`src/rtl/song_addr_sequencer.sv`:
```
// Record/playback address sequencer for a slotted song memory: steps one word every
// SAMPLES_PER_WORD sample strobes and keeps the recorded length of each slot.
module song_addr_sequencer #(
  parameter int unsigned ADDR_W           = 19,
  parameter int unsigned NUM_SLOTS        = 12,
  parameter int unsigned SLOT_W           = 4,
  parameter int unsigned SLOT_LEN         = 40000,
  parameter int unsigned BASE_ADDR        = 0,
  parameter int unsigned SAMPLES_PER_WORD = 3
) (
  input  logic              clk,
  input  logic              reset,
  input  logic              sample_en,
  input  logic              start,
  input  logic              stop,
  input  logic              pause,
  input  logic              record,
  input  logic              loop,
  input  logic [SLOT_W-1:0] slot,
  output logic [ADDR_W-1:0] mem_addr,
  output logic              mem_we,
  output logic              mem_re,
  output logic              busy,
  output logic              done,
  output logic              err,
  output logic [SLOT_W-1:0] cur_slot,
  output logic [ADDR_W-1:0] slot_len
);

  localparam int unsigned PHASE_W = (SAMPLES_PER_WORD > 1) ? $clog2(SAMPLES_PER_WORD) : 1;

  typedef enum logic [1:0] {StIdle, StRec, StPlay} state_e;

  state_e              state_q, state_d;
  logic [ADDR_W-1:0]   addr_q, addr_d;
  logic [PHASE_W-1:0]  phase_q, phase_d;
  logic [SLOT_W-1:0]   slot_q, slot_d;
  logic [ADDR_W-1:0]   len_q [NUM_SLOTS];
  logic [ADDR_W-1:0]   len_d [NUM_SLOTS];
  logic                done_q, done_d;
  logic                err_q, err_d;

  logic                slot_ok, adv, last_phase, wev;
  logic [ADDR_W-1:0]   cur_base, off_next, cur_len;

  function automatic logic [ADDR_W-1:0] base_of(input logic [SLOT_W-1:0] s);
    return ADDR_W'(BASE_ADDR) + ADDR_W'(s) * ADDR_W'(SLOT_LEN);
  endfunction

  assign slot_ok    = int'(slot) < int'(NUM_SLOTS);
  assign busy       = (state_q != StIdle);
  assign adv        = busy & sample_en & ~pause & ~start & ~stop;
  assign last_phase = (phase_q == PHASE_W'(SAMPLES_PER_WORD - 1));
  assign wev        = adv & last_phase;
  assign cur_base   = base_of(slot_q);
  assign off_next   = addr_q - cur_base + ADDR_W'(1);
  assign cur_len    = len_q[slot_q];

  assign mem_we   = (state_q == StRec) & wev;
  assign mem_re   = (state_q == StPlay) & wev;
  assign mem_addr = addr_q;
  assign cur_slot = slot_q;
  assign slot_len = cur_len;
  assign done     = done_q;
  assign err      = err_q;

  always_comb begin
    state_d = state_q;
    addr_d  = addr_q;
    phase_d = phase_q;
    slot_d  = slot_q;
    len_d   = len_q;
    done_d  = 1'b0;
    err_d   = 1'b0;

    if (start) begin
      if (slot_ok) begin
        slot_d  = slot;
        addr_d  = base_of(slot);
        phase_d = '0;
        if (record) begin
          len_d[slot] = '0;
          state_d     = StRec;
        end else if (len_q[slot] != '0) begin
          state_d = StPlay;
        end else begin
          // Nothing recorded: finish immediately.
          state_d = StIdle;
          done_d  = 1'b1;
        end
      end else begin
        err_d = 1'b1;
      end
    end else if (stop) begin
      if (busy) begin
        state_d = StIdle;
        done_d  = 1'b1;
      end
    end else if (adv) begin
      phase_d = last_phase ? '0 : phase_q + PHASE_W'(1);
      if (last_phase) begin
        if (state_q == StRec) begin
          len_d[slot_q] = off_next;
          if (off_next == ADDR_W'(SLOT_LEN)) begin
            state_d = StIdle;
            done_d  = 1'b1;
          end else begin
            addr_d = addr_q + ADDR_W'(1);
          end
        end else begin
          if (off_next == cur_len) begin
            if (loop) begin
              addr_d = cur_base;
            end else begin
              state_d = StIdle;
              done_d  = 1'b1;
            end
          end else begin
            addr_d = addr_q + ADDR_W'(1);
          end
        end
      end
    end
  end

  always_ff @(posedge clk) begin
    if (reset) begin
      state_q <= StIdle;
      addr_q  <= ADDR_W'(BASE_ADDR);
      phase_q <= '0;
      slot_q  <= '0;
      done_q  <= 1'b0;
      err_q   <= 1'b0;
      for (int unsigned i = 0; i < NUM_SLOTS; i++) len_q[i] <= '0;
    end else begin
      state_q <= state_d;
      addr_q  <= addr_d;
      phase_q <= phase_d;
      slot_q  <= slot_d;
      done_q  <= done_d;
      err_q   <= err_d;
      len_q   <= len_d;
    end
  end

endmodule

```
`config.mk`:
```
export PLATFORM = sky130hd
export DESIGN_NAME = song_addr_sequencer
export DESIGN_NICKNAME = d
export VERILOG_FILES = /design/src/rtl/song_addr_sequencer.sv
export SDC_FILE = /design/constraint.sdc
export NUM_CORES = 1
export LEC_CHECK = 0
export ABC_AREA = 1
export CAP_MARGIN = 20
export CORE_ASPECT_RATIO = 0.5
export CORE_UTILIZATION = 45
export DETAILED_ROUTE_END_ITERATION = 10
export HOLD_SLACK_MARGIN = 0.06
export PLACE_DENSITY = 0.6
export SLEW_MARGIN = 20
export SYNTH_ARGS = -nofsm -noshare
export SYNTH_HDL_FRONTEND = slang
export SYNTH_SLANG_ARGS = --single-unit
```
`constraint.sdc`:
```
create_clock -name clk -period 6.2 [get_ports clk]
set_input_delay 1.55 -clock clk [delete_from_list [all_inputs] [get_ports clk]]
set_output_delay 1.55 -clock clk [all_outputs]
set_load 0.02 [all_outputs]
```
==> run summary <==
The worst path in the final design needs a cycle of 5750 ps, including I/O delays and setup. The latest clock arrival within the worst-skew pair came out at 590 ps. The flow ran to the end, and the final reports show no timing, DRC or antenna violations.

The cell area that synthesis handed to floorplanning was 17,000 um^2. STA classifies the critical path endpoint as an output port. The aggregate global routing overflow came out at 0. The starting DRC count in detailed routing came out at 2,104. The number of diodes added for antenna fixing came out at 0.

The post-synthesis to final-layout area growth is 9.53%. The part of the total power dissipated in combinational logic came out at 29.4%. The clock network fraction of total power came out at 35.8%. Clock tree synthesis selected as its root buffer the cell sky130_fd_sc_hd__clkbuf_16.

The clock edge transition at the registers on the reported setup and hold paths came out at 70 ps. The final antenna-violating net count is 0. The clock tree from TritonCTS is built. The total of hold buffers inserted after clock tree synthesis is 0.

The switching fraction of total power is 37.7%. Dividing total power by cell area gives a power density of 261 nW/um^2. The number of endpoints failing setup at the final stage is 0.

The Yosys step of the flow raised 0 warnings. The number of synthesized flops with an enable pin came out at 0. The kind of start point of the critical path is a register. The via count normalized by instance count is 5.63. The via count of the first global-routing pass is 16,370. In the routed design, unresolved DRC markers number 0. The number of clock sinks is 257. Summed over all cells, the static leakage comes to 7.66 nW. The maximum clock skew at final layout came out at 15.9 ps. The multi-input gate area in the final layout came out at 10,100 um^2. The library cell used most frequently in the layout, excluding fill and tap cells, is sky130_fd_sc_hd__nand2_1. The routed length on met3 came out at 6740 um. The sequential element share of the synthesized area came out at 30.2%. The max capacitance violation total is 0.

The utilization after layout came out at 51.0%. In this run, synthesis produced a sequential element count of 257. The post-route clock period utilization is 92.8%. The top-level port count is 59. The pin slew with the least headroom to its limit is 994 ps. In the layout the commonest cells are 948 x sky130_fd_sc_hd__nand2_1, 310 x sky130_fd_sc_hd__a21oi_1, 273 x sky130_fd_sc_hd__inv_1, 255 x sky130_fd_sc_hd__dfxtp_1, 207 x sky130_fd_sc_hd__nor2_1. The final-stage net count came out at 2,841.

In the synthesized netlist the async set-or-reset flop fraction comes to 0%. Entering global routing, the biggest net connects 85 pins. The min-delay analysis places its worst path in the category reg2reg. The number of setup buffers added after CTS came out at 0.

The internal power came out at 3.04 mW. The upper clock frequency limit came out at 174 MHz. The die covers 38,700 um^2.

The total negative setup slack came out at 0 ps. The die is 140 um tall. After detailed routing, the wire length on met1 is 29,400 um.

The mean cell area of the mapped netlist came out at 6.12 um^2. The maximum root-to-sink buffer count is 3. The sequential cell area is 5150 um^2. The routed length on met2 came out at 26,200 um.

The count of unique library cells instantiated by Yosys is 52. The initial core utilization came out at 46.5%. The layout cell share with drive strength beyond 1 came out at 4.19%.

The routability congestion estimate is 0.925. The highest metal layer used by the detailed router is met4. Setup repair after global routing left no endpoint under its margin. The first global-routing pass estimated 97,700 um of wire.

For the worst setup path, the data arrival time is 4200 ps. The number of filler cells placed in the layout came out at 3,764. The relative contribution of sequential cells to total power came out at 34.7%.

The aggregate global-route resource usage is 32.6%. The number of slew-limit violations in the final report came out at 0. Buffers inserted during clock tree synthesis total 27.

The critical path in this run is classified as reg2out. In the final routed layout, each cell accounts on average for 19.7 um. The relative max-transition margin came out at 33.7%. The total count of hold-check failures in the final report came out at 0. The data required time of the worst path came out at 4650 ps. The deepest level of the CTS H-tree is 1. The total detailed-routing wirelength is 64,300 um.

The largest total area in the synthesized netlist belongs to sky130_fd_sc_hd__dfxtp_1. The number of gates resized after CTS came out at 0. The maximum fanout along the worst path is 77. The die outline width is 277 um. The first TritonRoute pass finished after 5 iterations. The count of input and output buffers is 58.

The post-synthesis instance total came out at 2,785. The via count of the routed design is 18,340. The floorplan row count is 49. The area share of the largest cell type after synthesis is 30.2%.

The analysis attributes to net switching a power of 1.84 mW. In the synthesized netlist the dominant register cell turns out to be sky130_fd_sc_hd__dfxtp_1. The core region is 36,600 um^2. The number of nets in the synthesized netlist is 2,874.

The HPWL after detailed placement is 44,000 um. The maximum ir drop on the vdd rail came out at 0.000219 V. In the post-synthesis netlist, the biggest area contributors are sky130_fd_sc_hd__dfxtp_1 30%, sky130_fd_sc_hd__nand2_1 21%, sky130_fd_sc_hd__a21oi_1 9.1%. The initial antenna violation count came out at 0.
==> critical path, cell delays in order (launching register included) <==
cell,delay [ps]
sky130_fd_sc_hd__dfxtp_4,410
sky130_fd_sc_hd__buf_4,650
sky130_fd_sc_hd__buf_4,740
sky130_fd_sc_hd__nand2_1,120
sky130_fd_sc_hd__nand3_1,120
sky130_fd_sc_hd__nand3_1,370
sky130_fd_sc_hd__nand3_1,410
sky130_fd_sc_hd__nand2_2,130
sky130_fd_sc_hd__clkdlybuf4s50_1,560
==> power by group through the flow <==
stage          combinational, mW  sequential (mW)  clock (mW)
6_report                    1.44             1.69        1.75
3_3_place_gp                1.39             1.73           0
5_1_grt                     1.54             1.70        1.84
3_5_place_dp                1.39             1.73           0
2_1_floorplan              0.869             1.73           0
4_1_cts                     1.39             1.69        1.77
==> synth_stat cells, drive strengths merged, types with 3 or more instances <==
library cell / number
nand2: 955
a21oi: 311
inv: 283
dfxtp: 257
nor2: 211
nand3: 178
o21ai: 153
clkbuf: 99
ha: 71
buf: 53
nand4: 36
nor3: 26
nor4: 21
o211ai: 20
a22oi: 18
xor2: 12
a221oi: 10
o22ai: 10
clkinv: 9
a31oi: 7
fa: 6
o2111ai: 6
or2: 6
xnor2: 6
a32oi: 4
and2: 3
o311ai: 3
==> cell families after synthesis <==
| logic type | share of synthesized area, % |
|---|---|
| compound gates | 17.5 |
| xor+xnor | 0.969 |
| fa+ha+maj | 5.92 |
| buf+inv | 10.7 |
| flops | 30.2 |
| simple gates | 34.6 |
==> cell type report <==
| class | count | area share, % |
|---|---|---|
| repair buffers | 90 | 4.37 |
| flip-flops and latches | 257 | 27.6 |
| multi-input cells | 2084 | 53.9 |
| clock inverters | 9 | 0.637 |
| well taps | 484 | 3.25 |
| clock buffers | 39 | 4.34 |
| inverters | 292 | 5.89 |
==> final timing paths <==
path	startpoint	to	slack [ps]	cells after the start
max	cur_slot[0]	slot_len[11]	450	8
min	len_q[88]	len_q[88]	460	2
min reg2reg	len_q[88]	len_q[88]	460	2
max reg2reg	cur_slot[2]	mem_addr[0]	620	25
==> layer usage <==
metal | up-vias | track usage (%)
li1 | 8942 | -
met1 | 8448 | 46.9
met2 | 814 | 48.0
met3 | 136 | 7.72
met4 | 0 | 9.91
met5 | - | 0
==> sequential cells by signal, indices dropped and copies added (netlist names) <==
name,flops
state_q,2
mem_addr,19
len_q,228
cur_slot,4
done,1
phase_q,2
err,1
==> stage by stage <==
stage / cells / hold slack (ps) / power [mW] / instance area (um^2) / worst slack, ps
after detailed placement: 3207 / 453 / 3.12 / 17700 / 743
after global routing: 3255 / 473 / 5.08 / 18700 / 160
after global placement: 3207 / 449 / 3.12 / 17700 / 899
final: 3255 / 461 / 4.88 / 18700 / 445
after floorplan: 2785 / 440 / 2.60 / 17000 / 980
after CTS: 3255 / 463 / 4.85 / 18700 / 607
(Power assumes the default switching activity.)
